$ cat src/rtl/cs_pkg.sv
// Shared control-word constants for the sequencer / field-mapper path.
package cs_pkg;

   localparam int unsigned CW_WIDTH_DEFAULT = 59;

   // Bit positions of fields inside a control word.
   localparam int unsigned CS_DB_NREAD_BIT  = 30;
   localparam int unsigned CS_DB_NWRITE_BIT = 2;
   localparam int unsigned CS_CU_ADV_LSB    = 28;

   // Idle word: both active-low bus strobes deasserted, every other field zero.
   localparam logic [CW_WIDTH_DEFAULT-1:0] CS_NOP_WORD = 59'h0000_0000_4000_0004;

   // True when a word leaves both bus strobes deasserted.
   function automatic logic cs_strobes_idle(input logic [CW_WIDTH_DEFAULT-1:0] word);
      return word[CS_DB_NREAD_BIT] && word[CS_DB_NWRITE_BIT];
   endfunction

endpackage

$ cat src/rtl/cs_word_ram.sv
// DEPTH x CW_WIDTH register array: one synchronous write port, one asynchronous read port.
module cs_word_ram #(
   parameter int unsigned CW_WIDTH = 59,
   parameter int unsigned DEPTH    = 4
) (
   input  logic                       clk,
   input  logic                       we,
   input  logic [$clog2(DEPTH)-1:0]   waddr,
   input  logic [CW_WIDTH-1:0]        wdata,
   input  logic [$clog2(DEPTH)-1:0]   raddr,
   output logic [CW_WIDTH-1:0]        rdata
);

   logic [CW_WIDTH-1:0] r_mem [DEPTH];

   // Storage write; contents are not reset, validity is tracked by the queue pointers.
   always_ff @(posedge clk) begin
      if (we) begin
         r_mem[waddr] <= wdata;
      end
   end

   assign rdata = r_mem[raddr];

endmodule

$ cat src/rtl/cs_word_queue.sv
// Control-word queue between the microcode sequencer and the field mapper.
// Substitutes the NOP word whenever no real word is at the head.
module cs_word_queue
   import cs_pkg::*;
#(
   parameter int unsigned          CW_WIDTH = CW_WIDTH_DEFAULT,
   parameter int unsigned          DEPTH    = 4,
   parameter logic [CW_WIDTH-1:0]  NOP_WORD = CW_WIDTH'(CS_NOP_WORD),
   parameter bit                   BYPASS   = 1'b0
) (
   input  logic                       clk,
   input  logic                       rst,
   input  logic [CW_WIDTH-1:0]        in_word,
   input  logic                       in_valid,
   output logic                       in_ready,
   output logic [CW_WIDTH-1:0]        out_word,
   output logic                       out_valid,
   input  logic                       out_ready,
   input  logic                       flush,
   output logic [$clog2(DEPTH):0]     count,
   output logic [$clog2(DEPTH):0]     hwm
);

   localparam int unsigned PTR_W = $clog2(DEPTH);
   localparam int unsigned CNT_W = PTR_W + 1;
   localparam logic [CNT_W-1:0] FULL_CNT = CNT_W'(DEPTH);

   logic [PTR_W-1:0]    r_wr_ptr;
   logic [PTR_W-1:0]    r_rd_ptr;
   logic [CNT_W-1:0]    r_count;
   logic [CNT_W-1:0]    r_hwm;

   logic                w_full;
   logic                w_empty;
   logic                w_bypass_hit;
   logic                w_push;
   logic                w_pop;
   logic                w_we;
   logic                w_rd_adv;
   logic [CNT_W-1:0]    w_count_d;
   logic [CNT_W-1:0]    w_hwm_d;
   logic [CW_WIDTH-1:0] w_rdata;

   cs_word_ram #(
      .CW_WIDTH (CW_WIDTH),
      .DEPTH    (DEPTH)
   ) u_ram (
      .clk   (clk),
      .we    (w_we),
      .waddr (r_wr_ptr),
      .wdata (in_word),
      .raddr (r_rd_ptr),
      .rdata (w_rdata)
   );

   // Handshake decode, bypass detection and head-word selection.
   always_comb begin
      w_full       = (r_count == FULL_CNT);
      w_empty      = (r_count == '0);
      w_bypass_hit = BYPASS && w_empty && in_valid;
      in_ready     = !w_full && !flush;
      out_valid    = !flush && (!w_empty || w_bypass_hit);
      w_push       = in_valid && in_ready;
      w_pop        = out_valid && out_ready;
      // A bypassed word consumed in the same cycle is never stored.
      w_we         = w_push && !(w_empty && w_pop) && !rst;
      w_rd_adv     = w_pop && !w_empty;
      if (!out_valid) begin
         out_word = NOP_WORD;
      end else if (w_empty) begin
         out_word = in_word;
      end else begin
         out_word = w_rdata;
      end
   end

   // Next occupancy and high-water mark.
   always_comb begin
      w_count_d = r_count + CNT_W'(w_we) - CNT_W'(w_rd_adv);
      w_hwm_d   = (w_count_d > r_hwm) ? w_count_d : r_hwm;
   end

   // Pointer, occupancy and high-water-mark registers; flush keeps the high-water mark.
   always_ff @(posedge clk) begin
      if (rst) begin
         r_wr_ptr <= '0;
         r_rd_ptr <= '0;
         r_count  <= '0;
         r_hwm    <= '0;
      end else if (flush) begin
         r_wr_ptr <= '0;
         r_rd_ptr <= '0;
         r_count  <= '0;
      end else begin
         if (w_we) begin
            r_wr_ptr <= r_wr_ptr + PTR_W'(1);
         end
         if (w_rd_adv) begin
            r_rd_ptr <= r_rd_ptr + PTR_W'(1);
         end
         r_count <= w_count_d;
         r_hwm   <= w_hwm_d;
      end
   end

   assign count = r_count;
   assign hwm   = r_hwm;

endmodule

$ cat config.mk
export PLATFORM = sky130hd
export DESIGN_NAME = cs_word_queue
export DESIGN_NICKNAME = d
export VERILOG_FILES = /design/src/rtl/cs_pkg.sv /design/src/rtl/cs_word_ram.sv /design/src/rtl/cs_word_queue.sv
export SDC_FILE = /design/constraint.sdc
export NUM_CORES = 1
export LEC_CHECK = 0
export CORE_ASPECT_RATIO = 0.9
export CORE_MARGIN = 2
export CORE_UTILIZATION = 60
export DETAILED_ROUTE_END_ITERATION = 8
export DONT_BUFFER_PORTS = 1
export PLACE_DENSITY = 0.83
export SYNTH_ARGS = -nofsm -noshare
export SYNTH_HDL_FRONTEND = slang
export SYNTH_SLANG_ARGS = --single-unit
$ cat constraint.sdc
create_clock -name clk -period 9.8 [get_ports clk]
set_input_delay 2.45 -clock clk [delete_from_list [all_inputs] [get_ports clk]]
set_output_delay 2.45 -clock clk [all_outputs]
set_load 0.05 [all_outputs]
# Word level (Yosys, flattened, before mapping)

Memory sizes are Yosys's and may differ from the RTL's. A register that Yosys moved wholly into a read port is not among the register bits.
Cells that the tools add are included.

Bits of input ports: 64
Logic and storage cells: 34
Flip-flop bits (word level): 10
Memories: 1
Memory bits (writable): 236
Output and inout port bits: 67

Memories:

| name        | depth | width | rd ports | clocked after memory_dff | write ports | RTL line          | RTL |
|---|---|---|---|---|---|---|---|
| u_ram.r_mem | 4     | 59    | 1        | 1                        | 1           | cs_word_ram.sv:14 | `logic [CW_WIDTH-1:0] r_mem [DEPTH];` |

Bitwise operators: 1
Eq/ne operators: 1
Muxes and demuxes: 6
Reductions and logical operators: 16
Add/sub/neg operators: 4
Magnitude comparators: 1

Operators by type and width:

| cell                | number |
|---|---|
| $mux 59             | 2 |
| $logic_and 1x1->1   | 8 |
| $logic_not 1->1     | 5 |
| $add 2x1->2 const B | 2 |
| $mux 2              | 2 |
| $add 3x1->3         | 1 |
| $eq 3x3->1 const B  | 1 |
| $gt 3x3->1          | 1 |
| $logic_not 3->1     | 1 |
| $sub 3x1->3         | 1 |
| $mux 1              | 2 |
| $reduce_and 2->1    | 1 |
| $reduce_or 2->1     | 1 |
| $not 1->1           | 1 |

# Depth between registers and ports, before layout

Word-level depth: 12
Gate-level depth with buffers: 15
Gate-level depth less buffers: 14

# Hierarchy

From an unflattened synthesis, not the netlist that was laid out.

Cells, all modules: 442
Area total of the unflattened synthesis: 9529.1 um2

Modules (own cells, without submodules):

| module        | instances | sequential area each (um2) | area an instance (um2) | cells each |
|---|---|---|---|---|
| cs_word_ram   | 1         | 7086.8                     | 8558.2                 | 313 |
| cs_word_queue | 1         | 200.2                      | 970.9                  | 129 |

# Least setup slack after synthesis

No wires, ideal clock.

Path type: input port to output port
Start point: input flush
End point: output out_word[49]
Buffers on the path: 2
Arrival time: 3.902 ns
Setup slack: 3.448 ns
Stages on the path: 4
Data required time: 7.350 ns
Path through: clkbuf_1 nor2_1 clkbuf_1 and2_1

Word-level cells in the longest chain between the ends: 3

Ends and longest elaborated chain:

| what              | RTL line            | RTL |
|---|---|---|
| from (decl)       | cs_word_queue.sv:19 | `input logic flush,` |
| $logic_not 1->1   | cs_word_queue.sv:62 | `out_valid = !flush && (!w_empty \|\| w_bypass_hit);` |
| $logic_and 1x1->1 | cs_word_queue.sv:62 |  |
| net out_valid     | cs_word_queue.sv:17 | `output logic out_valid,` |
| $mux 59           | cs_word_queue.sv:68 | `if (!out_valid) begin` |
| to (decl)         | cs_word_queue.sv:16 | `output logic [CW_WIDTH-1:0] out_word,` |

The timed path passes the listed nets, and every way through them passes these cells.

# Worst setup path in the final report

Start point: input flush
End point: output out_word[10]

The elaborated chain is that of the path after synthesis.

==> metrics.csv <==
metric,value,unit
outcome,finished clean,
Die Footprint,17000,sq um
r2r startpoint,count[1],
CTS tree,built,
"Core Util, Final",67.8,%
yosys warns,0,
Starting Density,61.8,%
hold crit path type,reg -> reg,
CP startpoint kind,input pin,
Clock Skew,0.00969,ns
Crit Path Class,in -> out,
critical path arrival,3.93,ns
vias per cell,6.12,
CP Launch Point,flush,
crit path time final,6.38,ns
setup TNS,0,ns
DRT antenna net count,0,
#FFs+latches synth,248,
HP Start,r_rd_ptr[1],
Placer Congestion,0.756,
synth unique cells,27,
maximum number of pins on one net before global-route repair,60,
Die W,137,microns
Finished Cell Area,10500,sq um
DP Area,9750,sq um
Die Span Y,124,microns
routed vias,4152,
remaining global-route overflow,0,
# diodes,0,
cell taking the most area after synthesis,edfxtp_1,
number of I/O pins,131,
layout filler cell count,980,
Slew HR,28.8,%
setup bufs post-CTS,0,
Lkg Pwr,3.28,nW
CTS Sinks,248,
drt total wl,16000,microns
Resize count post-CTS,0,
sequential area share after synthesis,76.6,%
# DRC,0,
clock-pin slew of the registers on the worst-case setup and hold paths,0.06,ns
share of the synthesized area in the top cell type,74.0,%
area grow syn2layout,9.80,%
Final Cycle Share,65.1,%
vias in the first global route,4420,
DR pass1 iterations,4,
Post-synth EDFFs,236,
Port-buffer cells,0,
final hold violation count,0,
core area,15500,sq um
nets,533,
fmax,157,MHz
"Max FO, Critical Path",35,
pins over their slew limit,0,
worst-skew pair later-pin latency,0.49,ns
Max Cap Viol,0,
CTS root buffer,clkbuf_16,
Async SR Flop Fraction,0,%
Initial DRC Count,381,
worst-margin pin slew,1.07,ns
syn_area_per_cell,21.2,sq um
first-pass GRT wire length,24100,microns
num rows,43,
"Req. time, crit path",7.35,ns
cell count after synthesis,452,
RSZ-0062 raised after global routing,false,
Area contributors post-synth,"edfxtp_1 (74%), mux4_2 (14%), and2_1 (4.0%), dfxtp_1 (2.5%), ha_1 (1.2%)",
Routed WL per cell,23.6,microns
antenna violations before repair,0,
"Primary FF master, synth",edfxtp_1,
Power Dens Cells,200,nW/um^2
Final setup viols,0,
Post-CTS Hold Fix Bufs,0,
syn_nets,526,
Inst Count DP,635,
endpoint class of the critical path,output pin,
share of cells above drive strength 1,22.7,%
H-tree depth,1,
final std cells w/o fill,678,
Num CTS Buffers,24,
hpwl dp,9290,microns
Max Root-Sink Buffers,3,
VDD IR max,0.147,mV
synthesized area,9570,sq um
gr usage total,19.2,%
routing by layer:
metal / GRT usage (%) / vias up / share of wire (%)
li1: - / 1812 / -
met1: 24.5 / 2180 / 39
met2: 33.1 / 143 / 52
met3: 6.35 / 17 / 8.4
met4: 3.54 / 0 / 1.1
met5: 0 / - / 0
stage by stage:
stage	hold WS, ns	total power [W]	worst slack (ns)
finish	0.518	0.00210	3.42
global placement	0.504	0.00125	3.44
detailed placement	0.504	0.00126	3.40
global route	0.537	0.00217	3.28
CTS	0.519	0.00212	3.38
floorplan	0.490	0.00125	3.45
cells by family after synthesis:
logic type | Yosys count | share of synthesized area (%)
buffers and inverters | 33 | 1.66
adders and majority gates | 10 | 1.39
muxes | 60 | 14.0
xor gates and xnor gates | 5 | 0.458
and+or+nand+nor | 87 | 5.36
DFF | 248 | 76.6
AOI/OAI and AO/OA | 9 | 0.588
cells in the final DEF (no fill, tap or decap):
cell type,netlist,layout
a21bo_2,1,1
a21oi_1,4,4
and2_1,61,57
and2_4,0,4
buf_4,0,3
bufinv_16,0,2
clkbuf_1,12,3
clkbuf_16,0,25
clkinv_1,0,5
clkinv_2,0,7
clkinvlp_4,0,1
dfxtp_1,12,10
dfxtp_2,0,1
dfxtp_4,0,1
edfxtp_1,236,236
fa_1,1,1
ha_1,9,9
inv_1,11,11
mux2i_1,1,1
mux4_2,59,59
nand3_1,3,3
nor2_1,12,11
nor2_4,0,1
nor2b_1,2,2
nor3_1,3,3
nor3_2,1,1
nor4b_1,1,1
o21ai_0,2,2
o31a_1,1,1
o31ai_1,1,1
or2_2,2,2
or3_1,2,2
xnor2_1,4,4
xor2_1,1,1
path summary, 6_finish.rpt:
path                  endpoint  slack, ns  cells after the start
setup / recovery  out_word[10]       3.42                      3
hold / removal        register       0.52                      2
setup reg to reg        hwm[1]       6.00                     13
hold reg to reg       register       0.52                      2
worst max-delay path, cell delays in order:
cell and delay [ns]:
nor2_4 0.50, buf_4 0.44, and2_1 0.52
synthesized netlist by cell type (2+ instances only):
cell type and number:
or2_2 2, and2_1 61, or3_1 2, nor2b_1 2
nor3_1 3, mux4_2 59, buf_2 7, xnor2_1 4
dfxtp_1 12, o21ai_0 2, clkbuf_1 12, inv_1 11
buf_6 2, ha_1 9, nor2_1 12, a21oi_1 4
edfxtp_1 236, nand3_1 3
final cells by class:
cell class	count	area (sq um)	share of cell area [%]
repair buffers	3	22.5	0.214
inverters	11	41.3	0.393
clock buffers	28	637	6.06
well taps	202	253	2.41
flip-flops and latches	248	7330	69.8
clock inverters	15	121	1.15
multi-input cells	171	2100	20.0
power breakdown:
| part | leakage [nW] | switching [W] | internal [W] | total [W] |
|---|---|---|---|---|
| Combinational | 0.670 | 0.0000372 | 0.0000172 | 0.0000544 |
| Clock | 0.375 | 0.000351 | 0.000515 | 0.000867 |
| Sequential | 2.23 | 0.00000827 | 0.00117 | 0.00118 |
flip-flops by register name, summed over array words and instances, names as in the netlist, named ones only:
name and flops:
u_ram.r_mem 236, count 3, r_wr_ptr 2, r_rd_ptr 2, hwm 3
(Power assumes the default switching activity.)
